### src/rtl/instr_encoder_loader_pkg.sv
// Shared definitions for the instruction encoder/loader: mnemonic codes,
// MIPS opcode/func constants, loader FSM encodings and word-packing helpers.
package instr_encoder_loader_pkg;

    // Mnemonic codes presented by the host; 20..31 are illegal.
    localparam logic [4:0] MN_AND  = 5'd0;
    localparam logic [4:0] MN_SUB  = 5'd1;
    localparam logic [4:0] MN_ADD  = 5'd2;
    localparam logic [4:0] MN_OR   = 5'd3;
    localparam logic [4:0] MN_SLT  = 5'd4;
    localparam logic [4:0] MN_MULT = 5'd5;
    localparam logic [4:0] MN_JR   = 5'd6;
    localparam logic [4:0] MN_SLL  = 5'd7;
    localparam logic [4:0] MN_SRL  = 5'd8;
    localparam logic [4:0] MN_LW   = 5'd9;
    localparam logic [4:0] MN_SW   = 5'd10;
    localparam logic [4:0] MN_BEQ  = 5'd11;
    localparam logic [4:0] MN_BNE  = 5'd12;
    localparam logic [4:0] MN_J    = 5'd13;
    localparam logic [4:0] MN_JAL  = 5'd14;
    localparam logic [4:0] MN_ADDI = 5'd15;
    localparam logic [4:0] MN_ANDI = 5'd16;
    localparam logic [4:0] MN_ORI  = 5'd17;
    localparam logic [4:0] MN_SLTI = 5'd18;
    localparam logic [4:0] MN_LI   = 5'd19;

    // Primary opcodes, identical to what the control unit decodes.
    localparam logic [5:0] OP_RTYPE = 6'b000000;
    localparam logic [5:0] OP_LW    = 6'b100011;
    localparam logic [5:0] OP_SW    = 6'b101011;
    localparam logic [5:0] OP_BEQ   = 6'b000100;
    localparam logic [5:0] OP_BNE   = 6'b000101;
    localparam logic [5:0] OP_ADDI  = 6'b001000;
    localparam logic [5:0] OP_ANDI  = 6'b001100;
    localparam logic [5:0] OP_ORI   = 6'b001101;
    localparam logic [5:0] OP_SLTI  = 6'b001010;
    localparam logic [5:0] OP_LI    = 6'b001111;
    localparam logic [5:0] OP_J     = 6'b000010;
    localparam logic [5:0] OP_JAL   = 6'b000011;

    // R-type function codes.
    localparam logic [5:0] FN_AND  = 6'b100100;
    localparam logic [5:0] FN_SUB  = 6'b100010;
    localparam logic [5:0] FN_ADD  = 6'b100000;
    localparam logic [5:0] FN_OR   = 6'b100101;
    localparam logic [5:0] FN_SLT  = 6'b101010;
    localparam logic [5:0] FN_MULT = 6'b011000;
    localparam logic [5:0] FN_JR   = 6'b001000;
    localparam logic [5:0] FN_SLL  = 6'b000000;
    localparam logic [5:0] FN_SRL  = 6'b000010;

    // Loader FSM encodings.
    localparam logic [1:0] S_IDLE  = 2'd0;
    localparam logic [1:0] S_ENC   = 2'd1;
    localparam logic [1:0] S_WRITE = 2'd2;
    localparam logic [1:0] S_FULL  = 2'd3;

    // One symbolic instruction as captured from the host port.
    typedef struct packed {
        logic [4:0]  mnem;
        logic [4:0]  rs;
        logic [4:0]  rt;
        logic [4:0]  rd;
        logic [4:0]  shamt;
        logic [15:0] imm;
        logic [25:0] target;
    } instr_fields_t;

    function automatic logic [31:0] pack_r(logic [4:0] rs, logic [4:0] rt, logic [4:0] rd,
                                           logic [4:0] shamt, logic [5:0] func);
        return {OP_RTYPE, rs, rt, rd, shamt, func};
    endfunction

    function automatic logic [31:0] pack_i(logic [5:0] op, logic [4:0] rs, logic [4:0] rt,
                                           logic [15:0] imm);
        return {op, rs, rt, imm};
    endfunction

    function automatic logic [31:0] pack_j(logic [5:0] op, logic [25:0] target);
        return {op, target};
    endfunction

endpackage

### src/rtl/instr_encoder_loader_packer.sv
// Combinational packer: mnemonic plus raw fields -> 32-bit MIPS word and a
// legal flag. Fields the format does not use are forced to zero.
module instr_word_packer
    import instr_encoder_loader_pkg::*;
(
    input  logic [4:0]  mnem,
    input  logic [4:0]  rs,
    input  logic [4:0]  rt,
    input  logic [4:0]  rd,
    input  logic [4:0]  shamt,
    input  logic [15:0] imm,
    input  logic [25:0] target,
    output logic [31:0] word,
    output logic        legal
);

    // Select the instruction format and its constant fields per mnemonic.
    always_comb begin
        // NOTE: defaults first so every path assigns both outputs and no latch is inferred.
        word  = 32'h0;
        legal = 1'b1;
        case (mnem)
            MN_AND:  word = pack_r(rs, rt, rd, 5'd0, FN_AND);
            MN_SUB:  word = pack_r(rs, rt, rd, 5'd0, FN_SUB);
            MN_ADD:  word = pack_r(rs, rt, rd, 5'd0, FN_ADD);
            MN_OR:   word = pack_r(rs, rt, rd, 5'd0, FN_OR);
            MN_SLT:  word = pack_r(rs, rt, rd, 5'd0, FN_SLT);
            MN_MULT: word = pack_r(rs, rt, 5'd0, 5'd0, FN_MULT);
            MN_JR:   word = pack_r(rs, 5'd0, 5'd0, 5'd0, FN_JR);
            MN_SLL:  word = pack_r(5'd0, rt, rd, shamt, FN_SLL);
            MN_SRL:  word = pack_r(5'd0, rt, rd, shamt, FN_SRL);
            MN_LW:   word = pack_i(OP_LW, rs, rt, imm);
            MN_SW:   word = pack_i(OP_SW, rs, rt, imm);
            MN_BEQ:  word = pack_i(OP_BEQ, rs, rt, imm);
            MN_BNE:  word = pack_i(OP_BNE, rs, rt, imm);
            MN_ADDI: word = pack_i(OP_ADDI, rs, rt, imm);
            MN_ANDI: word = pack_i(OP_ANDI, rs, rt, imm);
            MN_ORI:  word = pack_i(OP_ORI, rs, rt, imm);
            MN_SLTI: word = pack_i(OP_SLTI, rs, rt, imm);
            MN_LI:   word = pack_i(OP_LI, 5'd0, rt, imm);
            MN_J:    word = pack_j(OP_J, target);
            MN_JAL:  word = pack_j(OP_JAL, target);
            default: legal = 1'b0;
        endcase
    end

endmodule

### src/rtl/instr_encoder_loader.sv
// Instruction encoder/loader: accepts symbolic instructions from a host port,
// encodes them and writes them to sequential instruction-memory words.
module instr_encoder_loader
    import instr_encoder_loader_pkg::*;
#(
    parameter int unsigned DEPTH     = 256,
    parameter logic [31:0] BASE_ADDR = 32'h0
) (
    input  logic                         clk,
    input  logic                         rst_n,
    input  logic                         inValid,
    output logic                         inReady,
    input  logic [4:0]                   mnem,
    input  logic [4:0]                   rs,
    input  logic [4:0]                   rt,
    input  logic [4:0]                   rd,
    input  logic [4:0]                   shamt,
    input  logic [15:0]                  imm,
    input  logic [25:0]                  target,
    input  logic                         clear,
    output logic                         memWe,
    output logic [31:0]                  memAddr,
    output logic [31:0]                  memData,
    output logic [$clog2(DEPTH+1)-1:0]   wordCount,
    output logic                         errPulse,
    output logic                         full
);

    localparam int unsigned CW = $clog2(DEPTH + 1);
    localparam logic [CW-1:0] LAST_COUNT = CW'(DEPTH - 1);

    logic [1:0]    state;
    logic [31:0]   pointer;
    instr_fields_t fields;
    logic [31:0]   enc_word;
    logic          enc_legal;

    instr_word_packer u_packer (
        .mnem   (fields.mnem),
        .rs     (fields.rs),
        .rt     (fields.rt),
        .rd     (fields.rd),
        .shamt  (fields.shamt),
        .imm    (fields.imm),
        .target (fields.target),
        .word   (enc_word),
        .legal  (enc_legal)
    );

    // Handshake and status decode; rst_n gating keeps inReady low during reset.
    assign inReady = rst_n && (state == S_IDLE) && !clear;
    assign memWe   = (state == S_WRITE);
    assign full    = (state == S_FULL);

    // Loader FSM with capture, write-address/data and counter registers.
    always_ff @(posedge clk or negedge rst_n) begin
        if (!rst_n) begin
            state     <= S_IDLE;
            pointer   <= BASE_ADDR;
            memAddr   <= BASE_ADDR;
            memData   <= 32'h0;
            wordCount <= '0;
            errPulse  <= 1'b0;
            fields    <= '0;
        end else begin
            // NOTE: non-blocking throughout so every register sees pre-edge values.
            errPulse <= 1'b0;
            case (state)
                S_IDLE: begin
                    if (clear) begin
                        pointer   <= BASE_ADDR;
                        wordCount <= '0;
                    end else if (inValid) begin
                        fields <= '{mnem: mnem, rs: rs, rt: rt, rd: rd, shamt: shamt,
                                    imm: imm, target: target};
                        state  <= S_ENC;
                    end
                end
                S_ENC: begin
                    if (enc_legal) begin
                        memAddr <= pointer;
                        memData <= enc_word;
                        state   <= S_WRITE;
                    end else begin
                        errPulse <= 1'b1;
                        state    <= S_IDLE;
                    end
                end
                S_WRITE: begin
                    pointer   <= pointer + 32'd4;
                    wordCount <= wordCount + CW'(1);
                    state     <= (wordCount == LAST_COUNT) ? S_FULL : S_IDLE;
                end
                S_FULL: begin
                    if (clear) begin
                        pointer   <= BASE_ADDR;
                        wordCount <= '0;
                        state     <= S_IDLE;
                    end
                end
                default: state <= S_IDLE;
            endcase
        end
    end

endmodule

### config.mk
export PLATFORM = sky130hd
export DESIGN_NAME = instr_encoder_loader
export DESIGN_NICKNAME = d
export VERILOG_FILES = /design/src/rtl/instr_encoder_loader_pkg.sv /design/src/rtl/instr_encoder_loader_packer.sv /design/src/rtl/instr_encoder_loader.sv
export SDC_FILE = /design/constraint.sdc
export NUM_CORES = 1
export LEC_CHECK = 0
export CORE_ASPECT_RATIO = 1.2
export CORE_UTILIZATION = 44
export CTS_CLUSTER_DIAMETER = 120
export DETAILED_ROUTE_END_ITERATION = 8
export GPL_ROUTABILITY_DRIVEN = 0
export PLACE_DENSITY = 0.76
export SLEW_MARGIN = 20
export SYNTH_ARGS = -nofsm -noshare
export SYNTH_HDL_FRONTEND = slang
export SYNTH_SLANG_ARGS = --single-unit
### constraint.sdc
create_clock -name clk -period 2.67 [get_ports clk]
set_input_delay 0.534 -clock clk [delete_from_list [all_inputs] [get_ports clk]]
set_output_delay 0.534 -clock clk [all_outputs]
set_load 0.02 [all_outputs]
## Yosys cells after proc, flatten, opt, wreduce, memory -nomap -nowiden

Cells that the tools add are included.

| storage, ports and cells | value |
|---|---|
| flip-flop bits (word level) | 175 |
| latch bits | 0 |
| memory bits (writable) | 0 |
| bits in read-only memories | 0 |
| input bits | 71 |
| output and inout bits | 77 |
| word-level logic and storage cells | 69 |
| memories kept | 0 |

| operators by class | value |
|---|---|
| add/sub/neg operators | 2 |
| multipliers | 0 |
| divide/modulo/power cells | 0 |
| order comparisons | 0 |
| equality and inequality tests | 27 |
| shift operators | 0 |
| mux-type cells | 14 |
| bitwise gates (word level) | 1 |
| reductions and logical operators | 12 |

Operators by type and width:

| operator | count |
|---|---|
| 32-bit one-hot mux with 20 select lines | 1 |
| 32-bit one-hot mux with 2 select lines | 1 |
| 5-bit by 4-bit == test with 1-bit output (second input constant) | 8 |
| 32-bit by 3-bit adder with 32-bit output (second input constant) | 1 |
| 32-bit 2-to-1 mux | 1 |
| 5-bit by 3-bit == test with 1-bit output (second input constant) | 4 |
| 5-bit == test (second input constant) | 4 |
| 20-bit OR reduction | 1 |
| 9-bit one-hot mux with 2 select lines | 1 |
| 5-bit by 2-bit == test with 1-bit output (second input constant) | 2 |
| 2-bit 2-to-1 mux | 5 |
| 9-bit by 1-bit adder with 9-bit output (second input constant) | 1 |
| 9-bit by 8-bit == test with 1-bit output (second input constant) | 1 |
| 9-bit 2-to-1 mux | 1 |
| 2-bit one-hot mux with 4 select lines | 1 |
| 2-bit != test (second input constant) | 3 |
| 3-bit AND reduction | 2 |
| 5-bit by 1-bit == test with 1-bit output (second input constant) | 1 |
| 5-bit logical NOT | 1 |
| 2-bit == test (second input constant) | 2 |
| 2-bit AND reduction | 2 |
| 1-bit 2-to-1 mux | 3 |
| 2-bit by 1-bit == test with 1-bit output (second input constant) | 1 |
| 1-bit logical AND | 2 |
| other kinds (6) | 6 |

## Depth between registers and ports, before layout

Gate-level depths: netlist of the first run.

| logic depth | value |
|---|---|
| word-level depth | 5 |
| gate-level depth with buffers | 8 |
| mapped depth without buffers | 8 |

## Hierarchy

Synthesis of the first run repeated with hierarchy kept, for this count alone.

| second synthesis, totals | value |
|---|---|
| cell total of the unflattened synthesis | 625 |
| area, all modules | 7778.7 um^2 |

Modules (own cells, without submodules):

| module | times used | cells an instance | area an instance (um^2) | sequential area each (um^2) |
|---|---|---|---|---|
| instr_encoder_loader | 1 | 509 | 7000.5 | 4279.1 |
| instr_word_packer | 1 | 116 | 778.2 | 0.0 |

## Least setup slack after synthesis of the first run

No wires, ideal clock.

| timing path | value |
|---|---|
| kind | register to register |
| start point | register state[0] |
| end point | register pointer[28] |
| arrival time | 1.989 ns |
| required time | 2.592 ns |
| path slack | 0.603 ns |
| stages on the path, launching flop included | 8 |
| path buffers | 1 |
| period minus slack after synthesis | 2.067 ns |
| path through | dfrtp_1 > inv_1 > ha_1 > mux2_2 > clkbuf_1 > nand3_1 > or4_1 > a21oi_1 |

| on the way | value |
|---|---|
| cells in the longest elaborated chain, start to end | 4 |

RTL lines:

| what | line | RTL |
|---|---|---|
| start, declared | instr_encoder_loader.sv:32 | `logic [1:0] state;` |
| start signal, assigned | instr_encoder_loader.sv:92 | `state <= (wordCount == LAST_COUNT) ? S_FULL : S_IDLE;` |
| 2-bit == test or 2-bit logical NOT (tied branches) | instr_encoder_loader.sv:68 | `case (state)` |
| 2-bit OR reduction (no line) | -- |  |
| 2-bit by 1-bit != test with 1-bit output (no line) or 2-bit nonzero test (tied branches) | -- |  |
| 2-bit AND reduction (no line) | -- |  |
| end signal, assigned | instr_encoder_loader.sv:90 | `pointer <= pointer + 32'd4;` |
| end, declared | instr_encoder_loader.sv:33 | `logic [31:0] pointer;` |

Several ways; a longest one is shown, not always the timed one.
A chain may end at the register's enable or synchronous reset.

## Final worst setup path of the first run

| timing path | value |
|---|---|
| start point | register state[0] |
| end point | output port inReady |

| on the way | value |
|---|---|
| cells in the longest elaborated chain, start to end | 3 |

RTL lines:

| what | line | RTL |
|---|---|---|
| 2-bit logical NOT | instr_encoder_loader.sv:51 | `assign inReady = rst_n && (state == S_IDLE) && !clear;` |
| 1-bit logical AND (2 in series) | instr_encoder_loader.sv:51 |  |
| end, declared | instr_encoder_loader.sv:12 | `output logic inReady,` |

Every way passes these cells.

==> flow_summary.yaml, run 1 <==
detailed_routing:
  finalWirelength_mm: 19.5
  wl_per_cell_um: 17.6
  remaining_drc_errors: 0
  drt_iter0_markers: 426
  ant_nets: 0
  viasPerCell: 5.63
  vias: 6234
  first_pass_iters: 5
timing:
  min_period_ns: 2.56
  slew-limit-headroom_pct: 47.0
  period_share_pct: 96.1
  drv_slew: 0
  fin_skew_ns: 0.0141
  hold_viol: 0
  max_freq_mhz: 390
  worst_pin_slew_ns: 0.795
  setup_tns_ns: 0
  setup_viol: 0
  rsz0062_at_grt: "no"
synth:
  synth_edf_count: 0
  avgSynthCellArea_um2: 10.5
  synthesis.instances: 742
  synth_seq_cells: 170
  yosysTopAreaCellShare_pct: 54.4
  synth.cell_area_um2: 7820
  ys_seq_area_share_pct: 54.4
  yosys.area.top_type: "dfrtp_1"
  synth_area_leaders: "dfrtp_1 (54%), mux2_2 (9.8%), nand2_1 (6.4%), o211ai_1 (2.0%), a21oi_1 (2.0%)"
  synth.distinct_cells: 63
  synth_ff_type: "dfrtp_1"
  synth_warnings: 0
  synth-async-reset-ratio_pct: 100
placed_design:
  dp_hpwl_mm: 13.3
  port_buffers: 144
die:
  chipWidth_um: 124
  start_util_pct: 44.8
  core-area_um2: 17400
  ios: 148
  rows: 53
  die_height_um: 148
  dieArea_um2: 18300
global_routing:
  grt_max_degree: 108
  grt_pass1_wl_mm: 31.2
  grt_pass1_vias: 6187
  antenna_found_initial: 0
  track_usage_pct: 22.3
  gr-total-overflow: 0
finish:
  diodes: 0
  area_delta_synth_final_pct: 29.8
  finalNetCount: 956
  drive_above_1_share_pct: 15.1
clock_network:
  ctsHoldBuffers: 0
  clockRootBuffer: "clkbuf_16"
  cts_buffers: 17
  tritoncts: "built"
  clk_latency_ns: 0.44
  cts_setup_buffers: 0
  cts_buffer_depth: 2
  cts_sinks: 170
  cts_resized: 0
  cts_max_level: 4
  clk_pin_slew_worst_paths_ns: 0.06
worst_setup_path:
  critPathLaunchType: "flip-flop"
  worstPathArrival_ns: 2.03
  crit_type: "reg2out"
  r2r-start: "pointer[5]$_DFFE_PN0P_"
  cp-end-kind: "output port"
  startpoint: "state[0]$_DFFE_PN0P_"
  path_max_fanout: 5
  cp.required_ns: 2.14
min_path:
  hp-class: "in2async"
power:
  power_density_nw_per_um2: 1050
  ir_drop_v: 0.000582
  finalPower_w: 0.0106
  p_leak_nw: 4.35
run:
  drv_cap: 0
status:
  status: "complete, no violations"
[cell usage in the layout, fill, tap and decap left out, types with 4 or more instances in the layout]
cell / Yosys / final
nand4b_1: 5 / 5
and2_1: 7 / 6
nand2b_1: 5 / 5
a21oi_1: 31 / 31
nand3b_1: 6 / 6
nor2b_1: 5 / 5
a32oi_1: 5 / 5
inv_1: 9 / 9
nand4_1: 15 / 15
nand2_1: 134 / 133
clkbuf_16: 0 / 17
or4_1: 7 / 7
o31ai_1: 12 / 12
nand3_1: 16 / 15
dfrtp_1: 170 / 170
mux2i_1: 10 / 10
clkbuf_8: 0 / 4
o21ai_0: 24 / 24
o22ai_1: 4 / 4
mux2_2: 68 / 68
and3_1: 6 / 6
or3_1: 4 / 4
a31oi_1: 19 / 19
a22o_1: 4 / 4
nor2_1: 34 / 34
a221oi_1: 5 / 5
o2111ai_1: 5 / 5
clkdlybuf4s50_1: 0 / 143
buf_4: 3 / 21
o211ai_1: 21 / 21
xor2_1: 4 / 4
ha_1: 7 / 7
[kinds of logic (layout without fill, tap and decap cells)]
logic type,count (synthesis),after routing,share of synthesized area [%]
xor+xnor,7,7,0.784
mux,78,78,11.1
buf+inv,63,207,3.22
simple gates,264,264,16.5
other cells,1,3,0.0480
compound gates,152,152,12.9
flops,170,170,54.4
fa+ha+maj,7,7,1.12
[layer usage]
layer	vias to the layer above	wire length (um)	track usage [%]	share of wire [%]
li1	2922	-	-	-
met1	3078	8220	27.8	42
met2	198	9620	36.8	49
met3	36	1130	4.63	5.8
met4	0	524	9.88	2.7
met5	-	0	0	0
[report_power, final]
part	leakage, nW	internal (W)	switching [W]
Sequential	2.16	0.00340	0.000496
Clock	0.276	0.00146	0.000987
Combinational	1.92	0.00192	0.00237
Total	4.35	0.00678	0.00385
[registers in the layout, indices dropped and copies added, names as in the netlist]
name / flops
memData: 31
memAddr: 30
errPulse: 1
wordCount: 9
fields: 67
pointer: 30
state: 2
[area by class of cell]
type | instances | area [um2]
repair buffers | 168 | 1660
well taps | 220 | 275
flip-flops and latches | 170 | 4250
clock inverters | 7 | 92.6
inverters | 10 | 37.5
multi-input cells | 511 | 3340
fillers | 1446 | 7290
clock buffers | 22 | 484
[synthesized netlist by cell type, types with 7 or more instances]
cell type	instances
dfrtp_1	170
nand2_1	134
mux2_2	68
clkbuf_1	36
nor2_1	34
a21oi_1	31
o21ai_0	24
o211ai_1	21
a31oi_1	19
nand3_1	16
nand4_1	15
o31ai_1	12
buf_1	11
mux2i_1	10
inv_1	9
and2_1	7
ha_1	7
or4_1	7
[per-stage QoR]
| stage | cells | utilization [%] | worst slack, ns | hold slack (ns) | cell area, um2 |
|---|---|---|---|---|---|
| after global placement | 1079 | 54.9 | 0.202 | 0.458 | 9570 |
| after detailed placement | 1079 | 54.9 | 0.184 | 0.461 | 9570 |
| after floorplan | 744 | - | 0.603 | 0.238 | 7830 |
| after CTS | 1108 | 58.2 | 0.100 | 0.246 | 10100 |
| final | 1108 | 58.2 | 0.105 | 0.211 | 10100 |
| after global routing | 1108 | 58.2 | 0.00759 | 0.253 | 10100 |
[worst max-delay path, cell delays in order (launching register included)]
cell and delay [ns]:
dfrtp_1 0.42, inv_1 0.10, ha_1 0.28, and3_1 0.19
clkdlybuf4s50_1 0.60
[final timing paths]
check                                           to  slack, ns  cells past startpoint
max                                        inReady       0.11                      4
min                         fields[14]$_DFFE_PN0P_       0.21                      2
max reg2reg                pointer[26]$_DFFE_PN0P_       0.36                      4
min reg2reg                memAddr[13]$_DFFE_PN0P_       0.48                      2
max in group asynchronous   fields[50]$_DFFE_PN0P_       1.81                      2
min in group clk           memAddr[13]$_DFFE_PN0P_       0.48                      2
Power figures use the tool's default switching activity.
==> inputs of run 2 (changes only) <==
--- a/config.mk
+++ b/config.mk
@@ -6,11 +6,12 @@
 export NUM_CORES = 1
 export LEC_CHECK = 0
 export CORE_ASPECT_RATIO = 1.2
+export CORE_MARGIN = 1.5
 export CORE_UTILIZATION = 44
 export CTS_CLUSTER_DIAMETER = 120
 export DETAILED_ROUTE_END_ITERATION = 8
 export GPL_ROUTABILITY_DRIVEN = 0
-export PLACE_DENSITY = 0.76
+export PLACE_DENSITY_LB_ADDON = 0.12
 export SLEW_MARGIN = 20
 export SYNTH_ARGS = -nofsm -noshare
 export SYNTH_HDL_FRONTEND = slang
==> constraint.sdc (replaced) <==
create_clock -name clk -period 2.2 [get_ports clk]
set_input_delay 0.44 -clock clk [delete_from_list [all_inputs] [get_ports clk]]
set_output_delay 0.44 -clock clk [all_outputs]
set_load 0.02 [all_outputs]
==> run 2 against run 1 <==
  * Clock power up 33%
  * Flip-flop and latch count unchanged
  * Largest power group unchanged
  * Utilization up 1.6 points
  * Count of clock-buffer cells in the layout unchanged
  * Hold slack worse by 0.10 ns
==> flow_summary.yaml, run 2 (synthesis gave the netlist of run 1 again) <==
finish:
  drive_above_1_share_pct: 18.2
  diodes: 0
  regMostFlops: "fields"
  area_delta_synth_final_pct: 33.4
  fin_cells: 1139
  largest_reg_flops: 67
  final_common_cell: "dfrtp_1"
  layout_common_cells: "dfrtp_1 (170), clkdlybuf4s50_1 (140), nand2_1 (133)"
  final_core_util_pct: 59.8
  reg_top3: "fields (67), memData (31)"
  finalNetCount: 984
  nFillCells: 1480
timing:
  timing.hold.ws_ns: 0.111
  setup_viol: 0
  rsz0062_at_grt: "no"
  period_share_pct: 93.6
  drv_slew: 0
  fin_skew_ns: 0.0102
  worst_pin_slew_ns: 0.714
  min_period_ns: 2.06
  max_freq_mhz: 485
  slew-limit-headroom_pct: 51.9
  setup_tns_ns: 0
  hold_viol: 0
die:
  start_util_pct: 44.8
  die_height_um: 149
  ios: 148
  rows: 53
  core-area_um2: 17400
  dieArea_um2: 18600
  chipWidth_um: 125
power:
  sw_frac_of_total_pct: 35.7
  finalPower_w: 0.0134
  combPwrFrac_pct: 40.2
  p_sw_w: 0.00478
  ir_drop_v: 0.000645
  power_frac_clock_pct: 24.2
  power_density_nw_per_um2: 1290
  pwr-share-seq_pct: 35.6
  p_int_w: 0.00862
  p_leak_nw: 4.55
worst_setup_path:
  startpoint: "state[0]$_DFFE_PN0P_"
  cp-end-kind: "flip-flop"
  r2r-start: "state[0]$_DFFE_PN0P_"
  crit_type: "reg2reg"
  critPathLaunchType: "flip-flop"
  path_max_fanout: 7
  cp.required_ns: 2.56
  worstPathArrival_ns: 2.42
detailed_routing:
  viasPerCell: 5.60
  vias: 6381
  first_pass_iters: 5
  finalWirelength_mm: 20.7
  wl_per_cell_um: 18.2
  ant_nets: 0
  drt_iter0_markers: 508
  remaining_drc_errors: 0
clock_network:
  cts_sinks: 170
  clk_pin_slew_worst_paths_ns: 0.07
  clk_latency_ns: 0.43
  cts_buffers: 17
  clockRootBuffer: "clkbuf_16"
  ctsHoldBuffers: 0
  cts_buffer_depth: 2
  cts_max_level: 4
  tritoncts: "built"
placed_design:
  dp_hpwl_mm: 14.7
  place_inst: 1107
  port_buffers: 144
global_routing:
  grt_max_degree: 115
  grt_pass1_wl_mm: 34.0
  track_usage_pct: 23.2
  gr-total-overflow: 0
  antenna_found_initial: 0
  grt_pass1_vias: 6533
min_path:
  hp-class: "in2async"
status:
  status: "complete, no violations"
run:
  drv_cap: 0
## run 2: through the flow
| stage | worst slack [ns] | area [um2] |
|---|---|---|
| floorplan | 0.133 | 7830 |
| global placement | 0.0582 | 9790 |
| detailed placement | -0.0407 | 9790 |
| CTS | 0.0241 | 10400 |
| global route | 0.0131 | 10400 |
| finish | 0.140 | 10400 |
## run 2: cell type report
cell class	instances	area (um2)	share of cell area [%]
Sequential cell	170	4250	40.8
Multi-Input combinational cell	511	3350	32.1
Timing Repair Buffer	196	1880	18.0
Clock buffer	22	474	4.55
Tap cell	220	275	2.64
Clock inverter	10	164	1.57
Inverter	10	37.5	0.360
## run 2: routing by layer
metal | up-vias | share of wire (%) | track usage, %
li1 | 2985 | - | -
met1 | 3168 | 40 | 28.0
met2 | 187 | 53 | 40.9
met3 | 41 | 4.3 | 5.27
met4 | 0 | 2.5 | 8.45
met5 | - | 0 | 0
## run 2: critical path, stage by stage, from the launching register on
cell     delay, ns
dfrtp_1       0.42
inv_1         0.11
ha_2          0.31
mux2_4        0.26
nand4_1       0.24
or4_1         0.48
a21oi_1       0.16
## run 2: path summary, 6_finish.rpt
path                                            to  slack [ns]  depth (start not counted)
setup reg to reg           pointer[27]$_DFFE_PN0P_        0.14                          6
max in group asynchronous   fields[13]$_DFFE_PN0P_        1.51                          2
min in group clk           memAddr[15]$_DFFE_PN0P_        0.48                          2
hold / removal              fields[52]$_DFFE_PN0P_        0.11                          2
hold reg to reg            memAddr[15]$_DFFE_PN0P_        0.48                          2
setup / recovery           pointer[27]$_DFFE_PN0P_        0.14                          6
## run 2: timing repair
action | 4_1_cts | 5_1_grt
setup endpoints to repair | 3 | 5
setup buffers | 0 | 0
pin swaps | 0 | 1
gates resized for setup | 4 | 4
## run 2: power by group through the flow
stage,sequential (W),combinational [W],clock (W)
after detailed placement,0.00482,0.00540,0
after global routing,0.00491,0.00588,0.00343
final,0.00478,0.00539,0.00324
after global placement,0.00477,0.00527,0
after floorplan,0.00500,0.00296,0
after CTS,0.00478,0.00542,0.00329
==> inputs of run 3 (changes only) <==
--- a/config.mk
+++ b/config.mk
@@ -5,8 +5,8 @@
 export SDC_FILE = /design/constraint.sdc
 export NUM_CORES = 1
 export LEC_CHECK = 0
+export CAP_MARGIN = 20
 export CORE_ASPECT_RATIO = 1.2
-export CORE_MARGIN = 1.5
 export CORE_UTILIZATION = 44
 export CTS_CLUSTER_DIAMETER = 120
 export DETAILED_ROUTE_END_ITERATION = 8
==> constraint.sdc (replaced) <==
create_clock -name clk -period 2.6 [get_ports clk]
set_input_delay 0.52 -clock clk [delete_from_list [all_inputs] [get_ports clk]]
set_output_delay 0.52 -clock clk [all_outputs]
set_load 0.02 [all_outputs]
==> run 3 against run 2 <==
  * Clock power is 18% lower
  * Cell count is 2.2% lower
  * Sequential power is 15% lower
  * Non-clock buffer count is 23 lower
  * Sequential share of layout area is 0.84 points higher
  * Flip-flop and latch count stayed put
  * Count of clock-buffer cells in the layout is 3 lower
  * Utilization is 1.2 points lower
  * Routed wire length is 2.5% lower
  * Hold slack better by 0.13 ns
  * Largest power group unchanged
  * Global-route usage is 0.098 points lower
==> flow_summary.yaml, run 3 (synthesis gave the netlist of run 1 again) <==
die:
  core-area_um2: 17400
  ios: 148
  die_height_um: 148
  dieArea_um2: 18300
  chipWidth_um: 124
  rows: 53
  start_util_pct: 44.8
timing:
  period_share_pct: 97.2
  hold_viol: 0
  max_freq_mhz: 396
  min_period_ns: 2.53
  setup_viol: 0
  slew-limit-headroom_pct: 45.7
  setup_tns_ns: 0
  fin_ws_ns: 0.0732
  worst_pin_slew_ns: 0.814
  fin_skew_ns: 0.00795
  rsz0062_at_grt: "no"
  drv_slew: 0
placed_design:
  post-place-ws_ns: 0.213
  port_buffers: 144
  dp_hpwl_mm: 14.1
detailed_routing:
  first_pass_iters: 5
  viasPerCell: 5.64
  wl_per_cell_um: 18.1
  finalWirelength_mm: 20.2
  drt_iter0_markers: 379
  ant_nets: 0
  remaining_drc_errors: 0
  vias: 6284
finish:
  drive_above_1_share_pct: 15.8
  area_delta_synth_final_pct: 30.7
  regArea_um2: 4250
  nFillCells: 1479
  final_common_cell: "dfrtp_1"
  largest_reg_flops: 67
  multi_input_area_um2: 3340
  regMostFlops: "fields"
  finalNetCount: 961
  diodes: 0
  reg_top3: "fields (67), memData (31)"
  layout_common_cells: "dfrtp_1 (170), clkdlybuf4s50_1 (143), nand2_1 (133)"
status:
  status: "complete, no violations"
global_routing:
  grt_pass1_vias: 6477
  grt.met3_usage_pct: 3.86
  grt_max_degree: 64
  met2_usage_pct: 40.1
  met1_usage_pct: 28.2
  busiest_layer: "met2"
  gr-total-overflow: 0
  track_usage_pct: 23.1
  antenna_found_initial: 0
  grt_pass1_wl_mm: 32.6
clock_network:
  cts_buffers: 17
  tritoncts: "built"
  cts_buffer_depth: 2
  cts_sinks: 170
  cts_max_level: 4
  cts_setup_buffers: 0
  clk_pin_slew_worst_paths_ns: 0.06
  clockRootBuffer: "clkbuf_16"
  clk_latency_ns: 0.42
worst_setup_path:
  cp-end-kind: "output port"
  cp.required_ns: 2.08
  r2r-start: "pointer[5]$_DFFE_PN0P_"
  path_max_fanout: 5
  r2r_end: "pointer[27]$_DFFE_PN0P_"
  crit_type: "reg2out"
  critPathLaunchType: "flip-flop"
  r2r_setup_slack_ns: 0.28
  r2r_cells: 4
  worstPathArrival_ns: 2.01
min_path:
  hp-class: "in2async"
power:
  p_leak_nw: 4.39
  power_density_nw_per_um2: 1090
  ir_drop_v: 0.000585
run:
  drv_cap: 0
run 3: cell count changes in the layout (fill, tap and decap cells not counted):
cell / change
mux2_4: -1
clkbuf_1: -1
buf_4: -22
or4_1: +1
clkdlybuf4s50_1: +3
dlygate4sd2_1: -2
clkbuf_2: -1
mux2_2: +1
clkinv_4: -1
clkbuf_8: -2
buf_12: -1
or4_4: -1
clkinvlp_4: +2
run 3: critical path, stage by stage (launching register included):
cell and delay [ns]:
dfrtp_1 0.43, inv_1 0.11, ha_2 0.25, and3_1 0.18, clkdlybuf4s50_1 0.61
run 3: power breakdown:
| group | total, W | switching (W) | internal [W] |
|---|---|---|---|
| clock network | 0.00266 | 0.00104 | 0.00162 |
| registers | 0.00405 | 0.000555 | 0.00349 |
| logic | 0.00445 | 0.00244 | 0.00202 |
| total | 0.0112 | 0.00403 | 0.00714 |
run 3: worst max path at each step:
stage	from	to	cells past startpoint
3_5_place_dp	clear	inReady	4
5_1_grt	state[0]$_DFFE_PN0P_	inReady	4
3_3_place_gp	clear	inReady	4
6_report	state[0]$_DFFE_PN0P_	inReady	4
4_1_cts	state[0]$_DFFE_PN0P_	inReady	4
2_1_floorplan	state[0]$_DFFE_PN0P_	pointer[28]$_DFFE_PN0P_	7
run 3: what timing repair did:
item | CTS | global route
hold buffers | 0 | 0
setup endpoints to repair | 0 | 1
gates resized for setup | 0 | 1
run 3: area by class of cell:
cell class	count	share of cell area (%)
Sequential cell	170	41.6
Timing Repair Buffer	173	16.6
Clock buffer	19	4.33
Tap cell	220	2.69
Inverter	10	0.367
Multi-Input combinational cell	511	32.7
Clock inverter	11	1.66
run 3: per-layer routing:
metal	up-vias	wire, um
met5	-	0
met4	0	468
met2	181	10500
met3	31	821
li1	2939	-
met1	3133	8400
run 3: per-stage QoR:
stage          hold slack (ns)  utilization (%)  power, W  area (um2)  std cells
4_1_cts                  0.266             58.6    0.0112       10200       1114
6_report                 0.242             58.6    0.0112       10200       1114
2_1_floorplan            0.224                -   0.00674        7830        744
5_1_grt                  0.298             58.6    0.0118       10200       1114
3_5_place_dp             0.466             55.1   0.00855        9610       1084
3_3_place_gp             0.463             55.1   0.00839        9610       1084
